## config.mk

```make
export PLATFORM = sky130hd
export DESIGN_NAME = seq_mult_acc
export DESIGN_NICKNAME = d
export VERILOG_FILES = /design/src/rtl/seq_mult_acc.sv
export SDC_FILE = /design/constraint.sdc
export NUM_CORES = 1
export LEC_CHECK = 0
export CAP_MARGIN = 20
export CORE_MARGIN = 1.5
export CORE_UTILIZATION = 60
export DETAILED_ROUTE_END_ITERATION = 16
export PLACE_DENSITY_LB_ADDON = 0.15
export SYNTH_ARGS = -nofsm -noshare
export SYNTH_HDL_FRONTEND = slang
export SYNTH_SLANG_ARGS = --single-unit
```

## constraint.sdc

```tcl
create_clock -name clk -period 5.1 [get_ports clk]
set_input_delay 1.02 -clock clk [delete_from_list [all_inputs] [get_ports clk]]
set_output_delay 1.02 -clock clk [all_outputs]
set_load 0.01 [all_outputs]
```

## src/rtl/seq_mult_acc.sv

```systemverilog
// Multi-cycle shift-add multiplier with optional two's-complement operands and
// accumulate-into-result mode; one result every WIDTH+2 cycles.
module seq_mult_acc #(
    parameter int WIDTH = 8,
    parameter int CNT_W = 5
) (
    input  logic                 clk,
    input  logic                 reset,
    input  logic                 start,
    input  logic [WIDTH-1:0]     a,
    input  logic [WIDTH-1:0]     b,
    input  logic                 signed_mode,
    input  logic                 acc_mode,
    output logic                 busy,
    output logic                 done,
    output logic [2*WIDTH-1:0]   product,
    output logic                 overflow
);

    localparam int PW = 2 * WIDTH;

    typedef enum logic [1:0] {
        IDLE,
        RUN,
        SIGN,
        DONE
    } state_t;

    state_t           state_reg;
    logic [PW-1:0]    mcand_reg;
    logic [PW-1:0]    partial_reg;
    logic [WIDTH-1:0] mplier_reg;
    logic [CNT_W-1:0] count_reg;
    logic             neg_reg;
    logic             acc_reg;
    logic             sgn_reg;
    logic [PW-1:0]    product_reg;
    logic             overflow_reg;
    logic             busy_reg;
    logic             done_reg;

    logic [WIDTH-1:0] a_mag;
    logic [WIDTH-1:0] b_mag;
    logic [PW-1:0]    result_next;
    logic [PW:0]      sum_wide;
    logic             wrap;

    assign busy     = busy_reg;
    assign done     = done_reg;
    assign product  = product_reg;
    assign overflow = overflow_reg;

    // Magnitudes wrap naturally: the most-negative operand maps to 2**(WIDTH-1).
    always_comb begin
        a_mag       = a;
        b_mag       = b;
        result_next = partial_reg;
        sum_wide    = '0;
        wrap        = 1'b0;
        if (signed_mode && a[WIDTH-1]) begin
            a_mag = ~a + WIDTH'(1);
        end
        if (signed_mode && b[WIDTH-1]) begin
            b_mag = ~b + WIDTH'(1);
        end
        if (neg_reg) begin
            result_next = ~partial_reg + PW'(1);
        end
        sum_wide = {1'b0, product_reg} + {1'b0, result_next};
        if (sgn_reg) begin
            wrap = (product_reg[PW-1] == result_next[PW-1]) &&
                   (sum_wide[PW-1] != product_reg[PW-1]);
        end else begin
            wrap = sum_wide[PW];
        end
    end

    always_ff @(posedge clk) begin
        if (!reset) begin
            state_reg    <= IDLE;
            mcand_reg    <= '0;
            partial_reg  <= '0;
            mplier_reg   <= '0;
            count_reg    <= '0;
            neg_reg      <= 1'b0;
            acc_reg      <= 1'b0;
            sgn_reg      <= 1'b0;
            product_reg  <= '0;
            overflow_reg <= 1'b0;
            busy_reg     <= 1'b0;
            done_reg     <= 1'b0;
        end else begin
            done_reg <= 1'b0;
            case (state_reg)
                IDLE, DONE: begin
                    if (start) begin
                        mcand_reg   <= {{WIDTH{1'b0}}, a_mag};
                        mplier_reg  <= b_mag;
                        neg_reg     <= signed_mode & (a[WIDTH-1] ^ b[WIDTH-1]);
                        sgn_reg     <= signed_mode;
                        acc_reg     <= acc_mode;
                        partial_reg <= '0;
                        count_reg   <= '0;
                        busy_reg    <= 1'b1;
                        state_reg   <= RUN;
                    end else begin
                        state_reg <= IDLE;
                    end
                end
                RUN: begin
                    if (mplier_reg[0]) begin
                        partial_reg <= partial_reg + mcand_reg;
                    end
                    mcand_reg  <= mcand_reg << 1;
                    mplier_reg <= mplier_reg >> 1;
                    count_reg  <= count_reg + CNT_W'(1);
                    if (count_reg == CNT_W'(WIDTH - 1)) begin
                        state_reg <= SIGN;
                    end
                end
                SIGN: begin
                    if (acc_reg) begin
                        product_reg  <= sum_wide[PW-1:0];
                        overflow_reg <= wrap;
                    end else begin
                        product_reg  <= result_next;
                        overflow_reg <= 1'b0;
                    end
                    busy_reg  <= 1'b0;
                    done_reg  <= 1'b1;
                    state_reg <= DONE;
                end
                default: state_reg <= IDLE;
            endcase
        end
    end

endmodule

```

==> reports/qor.csv, run 1 <==
metric,value,unit
core,0.007647,sq mm
final_antenna_net_count,0,
io_pins,40,
setup_viol,0,
crit_end,overflow,
die_h,91.34,um
p_sw_share,39.09,%
synth.ff_latch_count,69,
synth_flop_cell,dfxtp_1,
ys_seq_area_share,29.50,%
skew,0.01283,ns
synthDistinctLibCells,55,
layout_min_cycle_time,3.667,ns
drc_errors,0,
clock_path_buffers,2,
synth_top_area_share,29.50,%
min_period_over_period,71.89,%
syn_area,0.004682,sq mm
slew_headroom,36.98,%
grt_max_degree,47,
crit_type,reg -> reg,
synth_nets,665,
syn_inst,604,
drv_cap,0,
run_status,"finished, final reports clean",
n_fill_cell,638,
p_comb_share,38.9,%
hold_depth,2,
fmax,272.7,MHz
finalPower,2.038,mW
clkPwrFrac,25.4,%
grt_pass1_vias,4207,
p_seq_share,35.7,%
hold_viol,0,
initial_core_util,61.22,%
synth-edff-count,0,
cts_root_buffer,clkbuf_8,
power.leakage,2.207,nW
dp_cells,720,
syn_avg_cell_area,7.752,sq um
dieArea,0.008342,sq mm
hp-start,mplier_reg[5],
syn2layout_area_growth,14.06,%
ir_drop,0.1935,mV
ys_top_cells_by_area,"dfxtp_1 (30%), ha_1 (10%), nand2_1 (6.9%)",
start_kind,flop,
fin_tns_setup,0,ns
first_iter_violations,196,
cts.sinks,69,
die_w,91.34,um
drt_pre_antenna_iters,4,
cts.repair.resized,0,
insertion_delay,0.36,ns
numCtsBuffers,9,
nNetsFinal,690,
worstPathMaxFanout,8,
cts_tree,built,
arrival,3.87,ns
n_antenna_cell,0,
slew_viol_final,0,
synth_top_area_cell,dfxtp_1,
hpwl,8093,um
worst_pin_slew,0.9453,ns
hold_path.class,reg -> reg,
overflow,0,
reg2reg_from,partial_reg[4],
num_vias,4374,
ff2ff_path_depth,12,
synthArstFlopShare,0,%
wirelength,11170,um
r2r_end,overflow,
grt_pass1_wl,19030,um
fin_hold_ws,0.4559,ns
gp_congestion,0.9459,
p_per_area,381.6,mW/mm^2
r2r_slack,1.43,ns
viasPerCell,5.943,
antenna_found_initial,0,
rsz0062_at_grt,false,
drive_gt1_share,4.259,%
utilization,69.83,%
switchingPower,0.7966,mW
postCtsSetupBuffers,0,
rows,32,
holdBufCountCts,0,
avgRoutedWirePerCell,15.18,um
port_buffers,39,
worstSetupEndpointType,flop,
track_usage,28.00,%
critPathLaunch,partial_reg[4],
stdcell_count,736,
path_clk_slew,0.08,ns
p_int,1.241,mW
yosysWarnings,0,
htreeDepth,3,
critPathRequiredTime,5.30,ns
## stage by stage
stage	area, sq um	worst slack, ns
2_1_floorplan	4682	1.814
3_3_place_gp	5115	1.610
3_5_place_dp	5115	1.412
4_1_cts	5340	1.417
5_1_grt	5340	1.026
6_report	5340	1.433
## critical path: stages, from the launching register on
cell	delay, ns
dfxtp_1	0.35
or3_1	0.40
or4_1	0.52
o21ai_0	0.24
xnor2_1	0.17
ha_1	0.36
a21o_1	0.23
a221oi_1	0.24
o31ai_1	0.13
o21ai_0	0.37
o21ai_0	0.16
a31oi_1	0.23
o32ai_1	0.12
## power by group through the flow
stage	logic [mW]	registers, mW	clock network (mW)
final	0.792	0.728	0.518
after global routing	0.877	0.741	0.539
after CTS	0.786	0.726	0.519
after detailed placement	0.778	0.736	0
after global placement	0.760	0.733	0
after floorplan	0.537	0.724	0
## cells in the mapped netlist, drive strengths merged, types with 8 or more instances
cell type	number
o21ai	48
a31oi	8
a21o	12
xnor2	32
o31ai	10
nor2	44
or3	8
a21oi	63
nand3	22
inv	18
xor2	20
dfxtp	69
nand2	86
o211ai	13
ha	38
clkbuf	26
## metal layers
metal | up-vias | wire [um] | GRT usage [%]
met5 | - | 0 | 0
met4 | 0 | 252 | 11.85
met3 | 25 | 506 | 4.271
met2 | 122 | 5352 | 48.13
met1 | 2009 | 5059 | 34.61
li1 | 2218 | - | -
## final cells by class
type | count | area [sq um] | area share, %
Clock buffer | 12 | 155.1 | 2.905
Clock inverter | 4 | 70.07 | 1.312
Inverter | 19 | 71.32 | 1.336
Multi-Input combinational cell | 488 | 3122 | 58.46
Sequential cell | 69 | 1381 | 25.87
Tap cell | 102 | 127.6 | 2.390
Timing Repair Buffer | 42 | 412.9 | 7.732
## how the worst min path moves through the flow
stage	slack, ns	end
detailed placement	0.44	mplier_reg[3]
global route	0.49	mplier_reg[4]
finish	0.46	mplier_reg[5]
CTS	0.46	mplier_reg[5]
floorplan	0.43	mplier_reg[5]
global placement	0.44	mplier_reg[4]
## cell usage in the layout, fill, tap and decap left out, drive strengths merged, types with 8 or more instances in the layout
| master | instances |
|---|---|
| o211ai | 13 |
| a21o | 12 |
| or3 | 8 |
| nand3 | 22 |
| nand2 | 86 |
| xnor2 | 32 |
| a21oi | 63 |
| o21ai | 48 |
| ha | 38 |
| dfxtp | 69 |
| clkdlybuf4s50 | 39 |
| a31oi | 8 |
| xor2 | 20 |
| o31ai | 10 |
| clkbuf | 12 |
| inv | 18 |
| nor2 | 44 |
## cells by family after synthesis
| logic type | after synthesis | synth area share (%) |
|---|---|---|
| multiplexers | 5 | 1.096 |
| XOR/XNOR | 52 | 9.727 |
| AO/OA/AOI/OAI | 198 | 26.48 |
| AND/OR/NAND/NOR | 193 | 18.36 |
| flip-flops | 69 | 29.50 |
| buffers and inverters | 47 | 3.821 |
| adder cells (fa/ha/maj) | 40 | 11.01 |
Power figures use the tool's default switching activity.
==> inputs of run 2 (changes only) <==
CORE_UTILIZATION = 53   (was 60)
clock period = 3 ns   (was 5.1 ns; I/O delays follow)
==> run 2 against run 1 <==
  * The flow now finishes with violations (negative setup slack)
  * Combinational power up 91%
  * Fmax increased by 18%
  * Clock skew rose by 0.00087 ns
  * Largest power group unchanged
==> reports/qor.csv, run 2 (synthesis results as in run 1) <==
metric,value,unit,change
run_status,finished with violations,,"was finished, final reports clean"
failed_checks,negative setup slack,,
overflow,0,,unchanged
fin_tns_setup,-0.1661,ns,was 0 ns
crit_type,reg -> reg,,unchanged
slew_headroom,61.66,%,was 36.98%
antenna_found_initial,0,,unchanged
hp-start,mplier_reg[3],,was mplier_reg[5]
utilization,68.53,%,was 69.83%
num_vias,4666,,"was 4,374"
fin_hold_ws,0.4573,ns,was 0.4559 ns
p_comb_share,40.9,%,was 38.9%
worstPathMaxFanout,4,,was 8
setup_viol,3,,was 0
gp_congestion,0.9782,,was 0.9459
dp_cells,764,,was 720
layout_setup_ws,-0.1176,ns,was 1.433 ns
power.leakage,2.514,nW,was 2.207 nW
clock_path_buffers,2,,unchanged
drt_pre_antenna_iters,5,,was 4
core,0.008636,sq mm,was 0.007647 sq mm
port_buffers,39,,unchanged
avgRoutedWirePerCell,15.15,um,was 15.18 um
start_kind,flop,,unchanged
viasPerCell,5.929,,was 5.943
cts.sinks,69,,unchanged
rsz0062_at_grt,true,,was false
hold_viol,0,,unchanged
path_clk_slew,0.08,ns,about the same
worstSetupEndpointType,flop,,unchanged
dieArea,0.009407,sq mm,was 0.008342 sq mm
ir_drop,0.4517,mV,was 0.1935 mV
worst_pin_slew,0.5691,ns,was 0.9453 ns
cts_root_buffer,clkbuf_8,,unchanged
grt_pass1_vias,4310,,"was 4,207"
fmax,320.8,MHz,was 272.7 MHz
track_usage,25.08,%,was 28.00%
numCtsBuffers,9,,unchanged
drive_gt1_share,15.46,%,was 4.259%
layout_commonest_cell,nand2_1,,unchanged
hold_path.class,reg -> reg,,unchanged
nNetsFinal,735,,was 690
clkPwrFrac,26.0,%,was 25.4%
p_int,2.280,mW,was 1.241 mW
grt_pass1_wl,19710,um,"was 19,030 um"
initial_core_util,54.22,%,was 61.22%
insertion_delay,0.35,ns,was 0.36 ns
switchingPower,1.404,mW,was 0.7966 mW
finalPower,3.685,mW,was 2.038 mW
reg2reg_from,partial_reg[4],,unchanged
first_iter_violations,222,,was 196
pre_cts_ws,-0.1934,ns,was 1.412 ns
mostFrequentLayoutCells,"nand2_1 (83), dfxtp_1 (66), a21oi_1 (61)",,"was nand2_1 (86), dfxtp_1 (69), a21oi_1 (62)"
min_period_over_period,103.9,%,was 71.89%
critPathLaunch,partial_reg[4],,unchanged
die_w,96.99,um,was 91.34 um
critPathRequiredTime,3.26,ns,was 5.30 ns
htreeDepth,3,,unchanged
n_antenna_cell,0,,unchanged
drc_errors,0,,unchanged
stdcell_count,787,,was 736
die_h,96.99,um,was 91.34 um
skew,0.01370,ns,was 0.01283 ns
arrival,3.37,ns,was 3.87 ns
hpwl,8513,um,was 8093 um
placed_cell_area,0.005438,sq mm,was 0.005115 sq mm
grt_max_degree,40,,was 47
cts_tree,built,,unchanged
io_pins,40,,unchanged
stdcell_area,0.005918,sq mm,was 0.005340 sq mm
p_per_area,622.6,mW/mm^2,was 381.6 mW/mm^2
rows,34,,was 32
slew_viol_final,0,,unchanged
drv_cap,0,,unchanged
p_sw_share,38.11,%,was 39.09%
wirelength,11920,um,"was 11,170 um"
syn2layout_area_growth,26.40,%,was 14.06%
final_antenna_net_count,0,,unchanged
p_seq_share,33.0,%,was 35.7%
layout_min_cycle_time,3.118,ns,was 3.667 ns
-- run 2: changes by cell type in the layout (fill, tap and decap cells not counted), sizes merged --
cell      delta
clkinv       -2
bufinv       +1
inv          +1
clkbuf       -1
buf         +45
clkinvlp     +1
-- run 2: critical path: stages (launching register included) --
cell       delay [ns]
dfxtp_2          0.32
or3_4            0.38
or4_4            0.48
o41ai_4          0.27
xnor2_2          0.16
ha_1             0.28
a211o_1          0.29
o2111ai_2        0.10
a31oi_2          0.15
o21a_1           0.21
o31a_1           0.23
o32ai_1          0.20
-- run 2: area by class of cell --
cell class              instances  area (sq um)
multi-input cells             488          3324
inverters                      19         71.32
repair buffers                 87         754.5
clock buffers                  11         141.4
fillers                       684          2718
clock inverters                 5         106.4
flip-flops and latches         69          1385
well taps                     108         135.1
-- run 2: routing by layer --
layer	wire, um	up-vias	global-route usage, %
met5	0	-	0
met4	191	0	7.915
met3	501	16	4.263
met2	5781	121	43.09
met1	5450	2218	32.02
li1	-	2311	-
-- run 2: power groups by stage --
stage | registers (mW) | clock network (mW) | logic, mW
final | 1.22 | 0.959 | 1.51
after global routing | 1.24 | 1.01 | 1.65
after CTS | 1.21 | 0.974 | 1.47
after detailed placement | 1.23 | 0 | 1.43
after global placement | 1.22 | 0 | 1.42
after floorplan | 1.23 | 0 | 0.929
-- run 2: final timing paths --
path / to / slack (ns) / cells past startpoint
hold / removal: mplier_reg[3] / 0.46 / 2
setup / recovery: overflow / -0.12 / 11
hold reg to reg: mplier_reg[3] / 0.46 / 2
setup reg to reg: overflow / -0.12 / 11
-- run 2: what timing repair did --
action / in CTS / in global routing
hold buffers: 0 / 0
resized for setup: 18 / 19
pin swaps: 11 / 12
setup buffers: 2 / 5
endpoints found under the setup margin: 5 / 9
==> inputs of run 3 (changes only) <==
CORE_ASPECT_RATIO = 1.25   (was unset)
PLACE_DENSITY_LB_ADDON = 0.05   (was 0.15)
==> run 3 against run 2 <==
  * The run still ends with negative setup slack left
  * Sequential power barely moved
  * Utilization decreased by 0.11 points
  * Register-to-register slack worse by 0.02 ns
  * First-iteration DRC count shrank 11%
  * Non-clock buffer count is 5 higher
  * Flip-flop and latch count did not move
  * Die area about the same
==> reports/qor.csv, run 3 (synthesis results as in run 1) <==
metric,value,unit,change
run_status,finished with violations,,unchanged
failed_checks,negative setup slack,,unchanged
p_comb_share,44.4,%,was 40.9%
start_kind,flop,,unchanged
placed_cell_area,0.005483,sq mm,was 0.005438 sq mm
crit_type,reg -> reg,,unchanged
layout_commonest_cell,nand2_1,,unchanged
hold_path_end,mplier_reg[6],,was mplier_reg[3]
hold_viol,0,,unchanged
p_int,2.056,mW,was 2.280 mW
clkPwrFrac,20.3,%,was 26.0%
cts_root_buffer,clkbuf_8,,unchanged
drive_gt1_share,16.23,%,was 15.46%
initial_core_util,54.11,%,was 54.22%
nNetsFinal,740,,was 735
setup_viol,3,,unchanged
grt_max_degree,46,,was 40
layout_min_cycle_time,3.140,ns,was 3.118 ns
hold_path.class,reg -> reg,,unchanged
worstPathMaxFanout,4,,unchanged
ff2ff_path_depth,12,,was 11
r2r_end,overflow,,unchanged
cts.sinks,69,,unchanged
n_antenna_cell,0,,unchanged
fin_hold_ws,0.4516,ns,was 0.4573 ns
worstSetupEndpointType,flop,,unchanged
die_w,87.07,um,was 96.99 um
avgRoutedWirePerCell,14.85,um,was 15.15 um
routed.top_layer,met4,,unchanged
insertion_delay,0.35,ns,about the same
clock_path_buffers,2,,unchanged
slew_headroom,65.88,%,was 61.66%
path_clk_slew,0.07,ns,was 0.08 ns
grt_pass1_wl,19880,um,"was 19,710 um"
fmax,318.4,MHz,was 320.8 MHz
met3WireLength,493,um,was 501 um
p_sw_share,39.91,%,was 38.11%
htreeDepth,3,,unchanged
holdBufCountCts,0,,unchanged
p_per_area,577.9,mW/mm^2,was 622.6 mW/mm^2
p_seq_share,35.3,%,was 33.0%
power.leakage,2.516,nW,was 2.514 nW
mostFrequentLayoutCells,"nand2_1 (84), dfxtp_1 (65), a21oi_1 (60)",,"was nand2_1 (83), dfxtp_1 (66), a21oi_1 (61)"
core,0.008653,sq mm,was 0.008636 sq mm
rows,38,,was 34
numCtsBuffers,9,,unchanged
drc_errors,0,,unchanged
drv_cap,0,,unchanged
slew_viol_final,0,,unchanged
drt_pre_antenna_iters,5,,unchanged
worst_pin_slew,0.5112,ns,was 0.5691 ns
port_buffers,39,,unchanged
cts_tree,built,,unchanged
viasPerCell,5.772,,was 5.929
switchingPower,1.365,mW,was 1.404 mW
stdcell_area,0.005921,sq mm,was 0.005918 sq mm
num_vias,4641,,"was 4,666"
antenna_found_initial,0,,unchanged
multi_input_area,0.003346,sq mm,was 0.003324 sq mm
layout_setup_ws,-0.1403,ns,was -0.1176 ns
r2r_slack,-0.14,ns,was -0.12 ns
seqCellArea,0.001386,sq mm,was 0.001385 sq mm
die_h,108.1,um,was 96.99 um
fin_tns_setup,-0.1942,ns,was -0.1661 ns
wirelength,11940,um,"was 11,920 um"
io_pins,40,,unchanged
met2_length,6153,um,was 5781 um
final_antenna_net_count,0,,unchanged
overflow,0,,unchanged
wl_met1,4988,um,was 5450 um
hp-start,mplier_reg[6],,was mplier_reg[3]
min_period_over_period,104.7,%,was 103.9%
reg2reg_from,partial_reg[4],,unchanged
critPathRequiredTime,3.23,ns,was 3.26 ns
rsz0062_at_grt,true,,unchanged
n_fill_cell,751,,was 684
hpwl,8861,um,was 8513 um
ir_drop,0.3164,mV,was 0.4517 mV
skew,0.009603,ns,was 0.01370 ns
dieArea,0.009410,sq mm,was 0.009407 sq mm
syn2layout_area_growth,26.46,%,was 26.40%
arrival,3.37,ns,about the same
gp_congestion,0.9465,,was 0.9782
grt_pass1_vias,4436,,"was 4,310"
track_usage,26.65,%,was 25.08%
hold_depth,2,,unchanged
first_iter_violations,198,,was 222
==> run 3: critical path, stage by stage (launching register included) <==
cell and delay, ns:
dfxtp_2 0.32, or3_4 0.38, or4_4 0.49, o21ai_4 0.17, xnor2_2 0.09, ha_1 0.34
a21o_1 0.23, a221oi_4 0.24, o31ai_2 0.15, o21ai_2 0.21, o21ai_1 0.11, a31oi_1 0.20
o32ai_2 0.11
==> run 3: layer usage <==
metal	GRT usage (%)	vias up
met5	0	-
met4	11.18	0
met3	4.733	27
met2	47.56	122
met1	30.93	2173
li1	-	2319
==> run 3: worst max-delay path by stage <==
stage | start | to | slack [ns]
floorplan | partial_reg[4] | overflow | -0.12
detailed placement | partial_reg[4] | product[14] | -0.25
global placement | partial_reg[4] | product[14] | -0.14
CTS | partial_reg[4] | overflow | -0.08
global route | partial_reg[2] | overflow | -0.27
finish | partial_reg[4] | overflow | -0.14
==> run 3: repair_timing <==
action	in CTS	in global routing
setup buffers	4	4
hold endpoints to repair	0	0
resized for setup	17	28
setup endpoints to repair	5	9
pin swaps	9	13
==> run 3: layout make-up <==
cell class              instances  share of cell area [%]
clock buffers                  15                   2.811
repair buffers                 92                   13.44
inverters                      19                   1.205
clock inverters                 1                 0.08453
flip-flops and latches         69                   23.42
multi-input cells             488                   56.51
well taps                     120                   2.536
==> run 3: power groups by stage <==
stage | clock [mW] | combinational, mW | sequential [mW]
floorplan | 0 | 0.929 | 1.23
finish | 0.695 | 1.52 | 1.21
global route | 0.749 | 1.69 | 1.23
detailed placement | 0 | 1.44 | 1.23
CTS | 0.721 | 1.47 | 1.21
global placement | 0 | 1.42 | 1.22
==> run 3: per-stage QoR <==
stage          cells  util [%]  setup slack [ns]  power [mW]
3_3_place_gp     780     63.36           -0.1361       2.643
4_1_cts          800     66.61          -0.07643       3.401
3_5_place_dp     780     63.36           -0.2489       2.673
2_1_floorplan    604         -           -0.1218       2.161
5_1_grt          804     68.42           -0.2705       3.672
6_report         804     68.42           -0.1403       3.421
